===== config.mk =====
export PLATFORM = sky130hd
export DESIGN_NAME = spmm_out_collector
export DESIGN_NICKNAME = d
export VERILOG_FILES = /design/src/rtl/spmm_pkg.sv /design/src/rtl/spmm_tile_buf.sv /design/src/rtl/spmm_out_collector.sv
export SDC_FILE = /design/constraint.sdc
export NUM_CORES = 2
export LEC_CHECK = 0
export ABC_AREA = 1
export BUFFER_PORTS_ARGS = -buffer_cell sky130_fd_sc_hd__buf_4
export CAP_MARGIN = 25
export CORE_MARGIN = 2
export CORE_UTILIZATION = 59
export CTS_CLUSTER_SIZE = 28
export DETAILED_ROUTE_END_ITERATION = 16
export GPL_ROUTABILITY_DRIVEN = 0
export PLACE_DENSITY = 0.75
export SYNTH_ARGS = -nofsm -noshare
export SYNTH_HDL_FRONTEND = slang
export SYNTH_SLANG_ARGS = --single-unit

===== constraint.sdc =====
create_clock -name clock -period 4.6 [get_ports clock]
set_clock_uncertainty 0.1 [all_clocks]
set_input_delay 0 -clock clock [delete_from_list [all_inputs] [get_ports clock]]
set_output_delay 0 -clock clock [all_outputs]
set_load 0.005 [all_outputs]

===== src/rtl/spmm_pkg.sv =====
// Shared types and constants for the SpMM output collector.
// Optional K-split accumulation is selected with `define SPMM_OUT_ACC_EN.
package spmm_pkg;
  localparam int unsigned N     = 16;
  localparam int unsigned W     = 8;
  localparam int unsigned LG_N  = $clog2(N);
  localparam int unsigned BEATS = N / 4;
  localparam int unsigned LG_B  = (BEATS > 1) ? $clog2(BEATS) : 1;

  typedef logic [W-1:0] data_t;

  typedef enum logic [1:0] {
    IDLE,
    REQ,
    COLLECT,
    DRAIN
  } state_t;

  // Buffer row written by lane b of beat k.
  function automatic logic [LG_N-1:0] row_addr(input logic [LG_B-1:0] beat, input int unsigned b);
    return LG_N'(4 * 32'(beat) + b);
  endfunction
endpackage


===== src/rtl/spmm_tile_buf.sv =====
// N x N tile buffer: 4-row beat write port (add or overwrite), one combinational
// row read port, synchronous clear. ACC selects accumulate-on-write.
module spmm_tile_buf
  import spmm_pkg::*;
#(
  parameter bit ACC = 1'b0
) (
  input  logic                    clock,
  input  logic                    reset,
  input  logic                    we,
  input  logic [LG_B-1:0]         beat,
  input  logic [3:0][N-1:0][W-1:0] wdata,
  input  logic                    clear,
  input  logic [LG_N-1:0]         raddr,
  output logic [N-1:0][W-1:0]     rdata
);
  logic [N-1:0][N-1:0][W-1:0] mem;
  logic [3:0][N-1:0][W-1:0]   nxt;

  if (ACC) begin : g_acc
    // Element-wise sum; carries out of W bits are dropped.
    always_comb begin
      nxt = '0;
      for (int unsigned b = 0; b < 4; b++) begin
        for (int unsigned c = 0; c < N; c++) begin
          nxt[b][c] = mem[row_addr(beat, b)][c] + wdata[b][c];
        end
      end
    end
  end else begin : g_ovr
    assign nxt = wdata;
  end

  always_ff @(posedge clock or negedge reset) begin
    if (!reset) begin
      mem <= '0;
    end else if (clear) begin
      mem <= '0;
    end else if (we) begin
      for (int unsigned b = 0; b < 4; b++) begin
        mem[row_addr(beat, b)] <= nxt[b];
      end
    end
  end

  assign rdata = mem[raddr];
endmodule


===== src/rtl/spmm_out_collector.sv =====
// Drains an N x N SpMM result tile (4 rows/beat) into a local buffer and streams
// it out one row per cycle. `define SPMM_OUT_ACC_EN sums tiles until tile_last.
module spmm_out_collector
  import spmm_pkg::*;
(
  input  logic                     clock,
  input  logic                     reset,
  input  logic                     up_ready,
  output logic                     up_start,
  input  logic [3:0][N-1:0][W-1:0] up_data,
  input  logic                     tile_last,
  output logic                     row_valid,
  input  logic                     row_ready,
  output logic [LG_N-1:0]          row_idx,
  output logic [N-1:0][W-1:0]      row_data,
  output logic                     row_last,
  output logic                     busy
);
`ifdef SPMM_OUT_ACC_EN
  localparam bit ACC = 1'b1;
`else
  localparam bit ACC = 1'b0;
`endif

  state_t                 state;
  logic [LG_B-1:0]        beat;
  logic                   last_q;
  logic                   drain_due;
  logic                   last_hs;
  logic                   buf_clear;
  logic                   buf_we;
  logic [N-1:0][W-1:0]    rd_row;

  assign drain_due = !ACC || last_q;
  assign last_hs   = (state == DRAIN) && row_ready && (row_idx == LG_N'(N - 1));
  assign buf_clear = ACC && last_hs;
  assign buf_we    = (state == COLLECT);

  spmm_tile_buf #(.ACC(ACC)) u_buf (
    .clock (clock),
    .reset (reset),
    .we    (buf_we),
    .beat  (beat),
    .wdata (up_data),
    .clear (buf_clear),
    .raddr (row_idx),
    .rdata (rd_row)
  );

  // Outside DRAIN the row bus reads zero rather than exposing a partial sum.
  assign row_data = row_valid ? rd_row : '0;

  always_ff @(posedge clock or negedge reset) begin
    if (!reset) begin
      state     <= IDLE;
      beat      <= '0;
      last_q    <= 1'b0;
      up_start  <= 1'b0;
      row_valid <= 1'b0;
      row_idx   <= '0;
      row_last  <= 1'b0;
      busy      <= 1'b0;
    end else begin
      case (state)
        IDLE: begin
          if (up_ready) begin
            state    <= REQ;
            up_start <= 1'b1;
            busy     <= 1'b1;
            last_q   <= tile_last;
          end
        end
        REQ: begin
          state    <= COLLECT;
          up_start <= 1'b0;
          beat     <= '0;
        end
        COLLECT: begin
          beat <= beat + 1'b1;
          if (beat == LG_B'(BEATS - 1)) begin
            if (drain_due) begin
              state     <= DRAIN;
              row_valid <= 1'b1;
              row_idx   <= '0;
              row_last  <= (N == 1);
            end else begin
              state <= IDLE;
              busy  <= 1'b0;
            end
          end
        end
        DRAIN: begin
          if (row_ready) begin
            if (row_idx == LG_N'(N - 1)) begin
              state     <= IDLE;
              row_valid <= 1'b0;
              row_idx   <= '0;
              row_last  <= 1'b0;
              busy      <= 1'b0;
            end else begin
              row_idx  <= row_idx + 1'b1;
              row_last <= (row_idx == LG_N'(N - 2));
            end
          end
        end
        default: state <= IDLE;
      endcase
    end
  end
endmodule


==> summary.md <==
| Metric | Value |
|---|---|
| Net count reported at finish | `15300` |
| Crit. path cell count | `6` |
| Max Root-Sink Buffers | `3` |
| Clock H-tree levels | `4` |
| Sw frac | `0.397` |
| Detailed-route wire length per cell | `18.0 um` |
| Worst slew margin relative to its limit | `0.246` |
| Starting density of the core | `0.595` |
| Startpoint class of the critical path | `flip-flop` |
| Die width | `415 um` |
| Synth Warn # | `0` |
| Average size of a mapped cell | `7.32 sq um` |
| Count of routing violations after the opening detailed-route iteration | `10500` |
| PnR Total Power | `0.0820 W` |
| Clock network power share | `0.227` |
| Clock tree from TritonCTS | `built` |
| DIE AREA | `172000 sq um` |
| Drt drc | `0` |
| Cell breakdown of the critical path | `buf_4 -> buf_4 -> nand3_1 -> nand3_1 -> a21oi_1 -> buf_4` |
| Y dimension of the die | `415 um` |
| Cell-internal power | `0.0494 W` |
| Layout cells sized above 1 | `0.0789` |
| Worst VDD drop | `0.474 mV` |
| Worst setup path endpoint | `row_data[5]` |
| Endpoint of the worst register-to-register path | `u_buf.mem[676]` |
| Critical path launch point | `row_idx[2]` |
| Post-Synthesis Net Count | `14200` |
| Unrepaired setup endpoints after global routing | `no` |
| CP max stage delay | `0.80 ns` |
| First-pass GRT wire length | `498000 um` |
| Top achievable clock speed | `249 MHz` |
| Total track usage | `0.358` |
| Fin crit period | `4.02 ns` |
| Floorplan core area | `168000 sq um` |
| Logic pwr share | `0.380` |
| Leak pwr | `69.7 nW` |
| Worst Path Class, Setup | `reg2out` |
| Clk Latency, worst-skew pair | `0.86 ns` |
| Slowest CP cell | `buf_4` |
| Remaining Overflow, GRT | `0` |
| Maximum number of pins on one net before global-route repair | `217` |
| Number of register bits inferred by synthesis | `2060` |
| Number of failing setup endpoints in the final timing report | `0` |
| Outcome | `complete, no violations` |
| Synthesized instance count | `13600` |
| Worst Hold Launch | `up_data[372]` |
| Number of buffers and inverters on the critical path | `3` |
| Count of final hold-check violations | `0` |
| Top-level I/O count | `653` |
| Startpoint of the lowest-slack register-to-register path | `state[0]` |
| Final antenna-violating net count | `0` |
| Final-layout worst hold slack | `0.0578 ns` |
| Post CTS Setup Buffer Count | `0` |
| CTS sink cnt | `2060` |
| Period Utilization, post-route | `0.874` |
| Layout overhead on the synthesized area | `23.8%` |
| Syn Std Cell Area | `99800 sq um` |
| Hpwl dp | `172000 um` |
| Type of the most critical hold path | `in2reg` |
| Crit path max-delay family | `buffers and inverters` |
| Clock edge transition at the registers on the reported setup and hold paths | `0.06 ns` |
| Mean number of vias per cell | `5.51` |
| Number of buffers created by CTS | `214` |
| Max-cap check violation count | `0` |
| Worst slack, placed | `1.51 ns` |
| Count of port buffers added during placement | `651` |
| Switching power | `0.0325 W` |
| Cell occurring most often along the worst timing path | `buf_4` |
| Proportion of power drawn by flip-flops and latches | `0.393` |
| Number of global-route vias before repair | `94200` |
| Setup slack after layout | `0.580 ns` |
| Min-Delay Path Depth | `4` |
| DRT Pass-1 Iters | `9` |
| Placement-stage cell area | `106000 sq um` |
| Least-Margin Pin Slew | `1.13 ns` |
| Detailed-route via count | `95000` |
| Worst endpoint required time | `4.50 ns` |
| Number of antenna violations at the first check in global routing | `78` |
| Worst-path maximum fanout | `39` |
| Number of pins exceeding their max-slew limit in the final report | `0` |
| Cells on worst reg2reg path | `5` |
| Cell at the root of the clock tree | `clkbuf_16` |
| Setup slack of the worst register-to-register path | `1.20 ns` |
| Floorplan row count | `150` |
| Pwr per Cell Area | `664 nW/um^2` |
| Count of distinct cell types in the synthesized netlist | `21` |
| Non-Filler Cell Area, Final | `123000 sq um` |
| Post-Route Setup TNS | `0 ns` |
| Sequential share of the synthesized area | `0.517` |
| Type of destination of the critical path | `primary output` |
| Total Routed Length | `310000 um` |
| Crit path DAT | `3.92 ns` |
-- flip-flops by register name (all words and copies together) (netlist names) --
name / cells
up_start: 1
busy: 1
beat: 2
row_last: 1
row_valid: 1
state: 2
u_buf.mem: 2048
row_idx: 4
-- through the flow --
stage          cells   util
4_1_cts        17200  0.735
5_1_grt        17200  0.737
3_5_place_dp   15800  0.630
2_1_floorplan  13600      -
6_report       17300  0.737
3_3_place_gp   15800  0.629
-- cell families after synthesis --
| family | Yosys count | share of synthesized area |
|---|---|---|
| compound gates | 2194 | 0.110 |
| xor+xnor | 1 | 0.0000878 |
| fa+ha+maj | 11 | 0.00138 |
| buf+inv | 2817 | 0.112 |
| flops | 2060 | 0.517 |
| simple gates | 6555 | 0.260 |
-- power by group through the flow --
stage	registers [W]	clock network (W)	logic, W
finish	0.0322	0.0186	0.0312
detailed placement	0.0320	0	0.0292
global route	0.0331	0.0195	0.0357
global placement	0.0316	0	0.0282
floorplan	0.0307	0	0.0220
CTS	0.0319	0.0187	0.0303
-- tightest hold or removal path: cells and delay by family --
family	cells	cell delay (ns)
buf+inv	3	0.87
compound gates	1	0.09
-- synth_stat cells (all sizes together) --
cell type  count  share of area
xor2           1       0.000088
nor3           1        0.00010
a22oi          1       0.000075
o21ai       2063           0.10
ha            11         0.0014
nand2       5522           0.21
or2            1       0.000063
o31ai          1       0.000075
nand3       1028          0.052
buf          497          0.025
nor2           3        0.00011
a21oi        129         0.0065
clkinv         1       0.000050
inv         1938          0.073
dfrtp       2060           0.52
clkbuf       381          0.014
-- cell usage in the layout, fill, tap and decap left out, drive strengths merged --
cell	count
nand2	5522
o21ai	2063
dfrtp	2060
inv	1947
nand3	1028
dlygate4sd3	1015
buf	807
clkbuf	300
a21oi	129
diode	69
clkinv	56
bufinv	31
ha	11
clkinvlp	3
nor2	3
or2	1
xor2	1
o31ai	1
a22oi	1
nor3	1
-- worst min path at each step --
stage	end
2_1_floorplan	beat[0]
3_3_place_gp	u_buf.mem[1816]
3_5_place_dp	u_buf.mem[1816]
4_1_cts	u_buf.mem[2020]
5_1_grt	u_buf.mem[1905]
6_report	u_buf.mem[1396]
-- layer usage --
| metal | routed length [um] | global-route usage | up-vias | share of wire |
|---|---|---|---|---|
| li1 | - | - | 44100 | - |
| met1 | 119000 | 0.444 | 44900 | 0.38 |
| met2 | 145000 | 0.578 | 4733 | 0.47 |
| met3 | 24700 | 0.0693 | 1286 | 0.080 |
| met4 | 21300 | 0.227 | 26 | 0.069 |
| met5 | 249 | 0.00361 | - | 0.00080 |
-- area by class of cell --
| class | instances | area (sq um) |
|---|---|---|
| flip-flops and latches | 2060 | 51600 |
| fillers | 12100 | 44100 |
| multi-input cells | 8761 | 37100 |
| repair buffers | 1822 | 17000 |
| inverters | 1939 | 7320 |
| clock buffers | 300 | 6180 |
| well taps | 2204 | 2760 |
| clock inverters | 98 | 1370 |
| diodes | 69 | 173 |
-- what timing repair did --
action / in CTS / in global routing
hold endpoints to repair: 4118 / 0
gates resized for setup: 0 / 0
hold buffers: 1016 / 0
No activity file was read; power rests on OpenSTA's default activity.
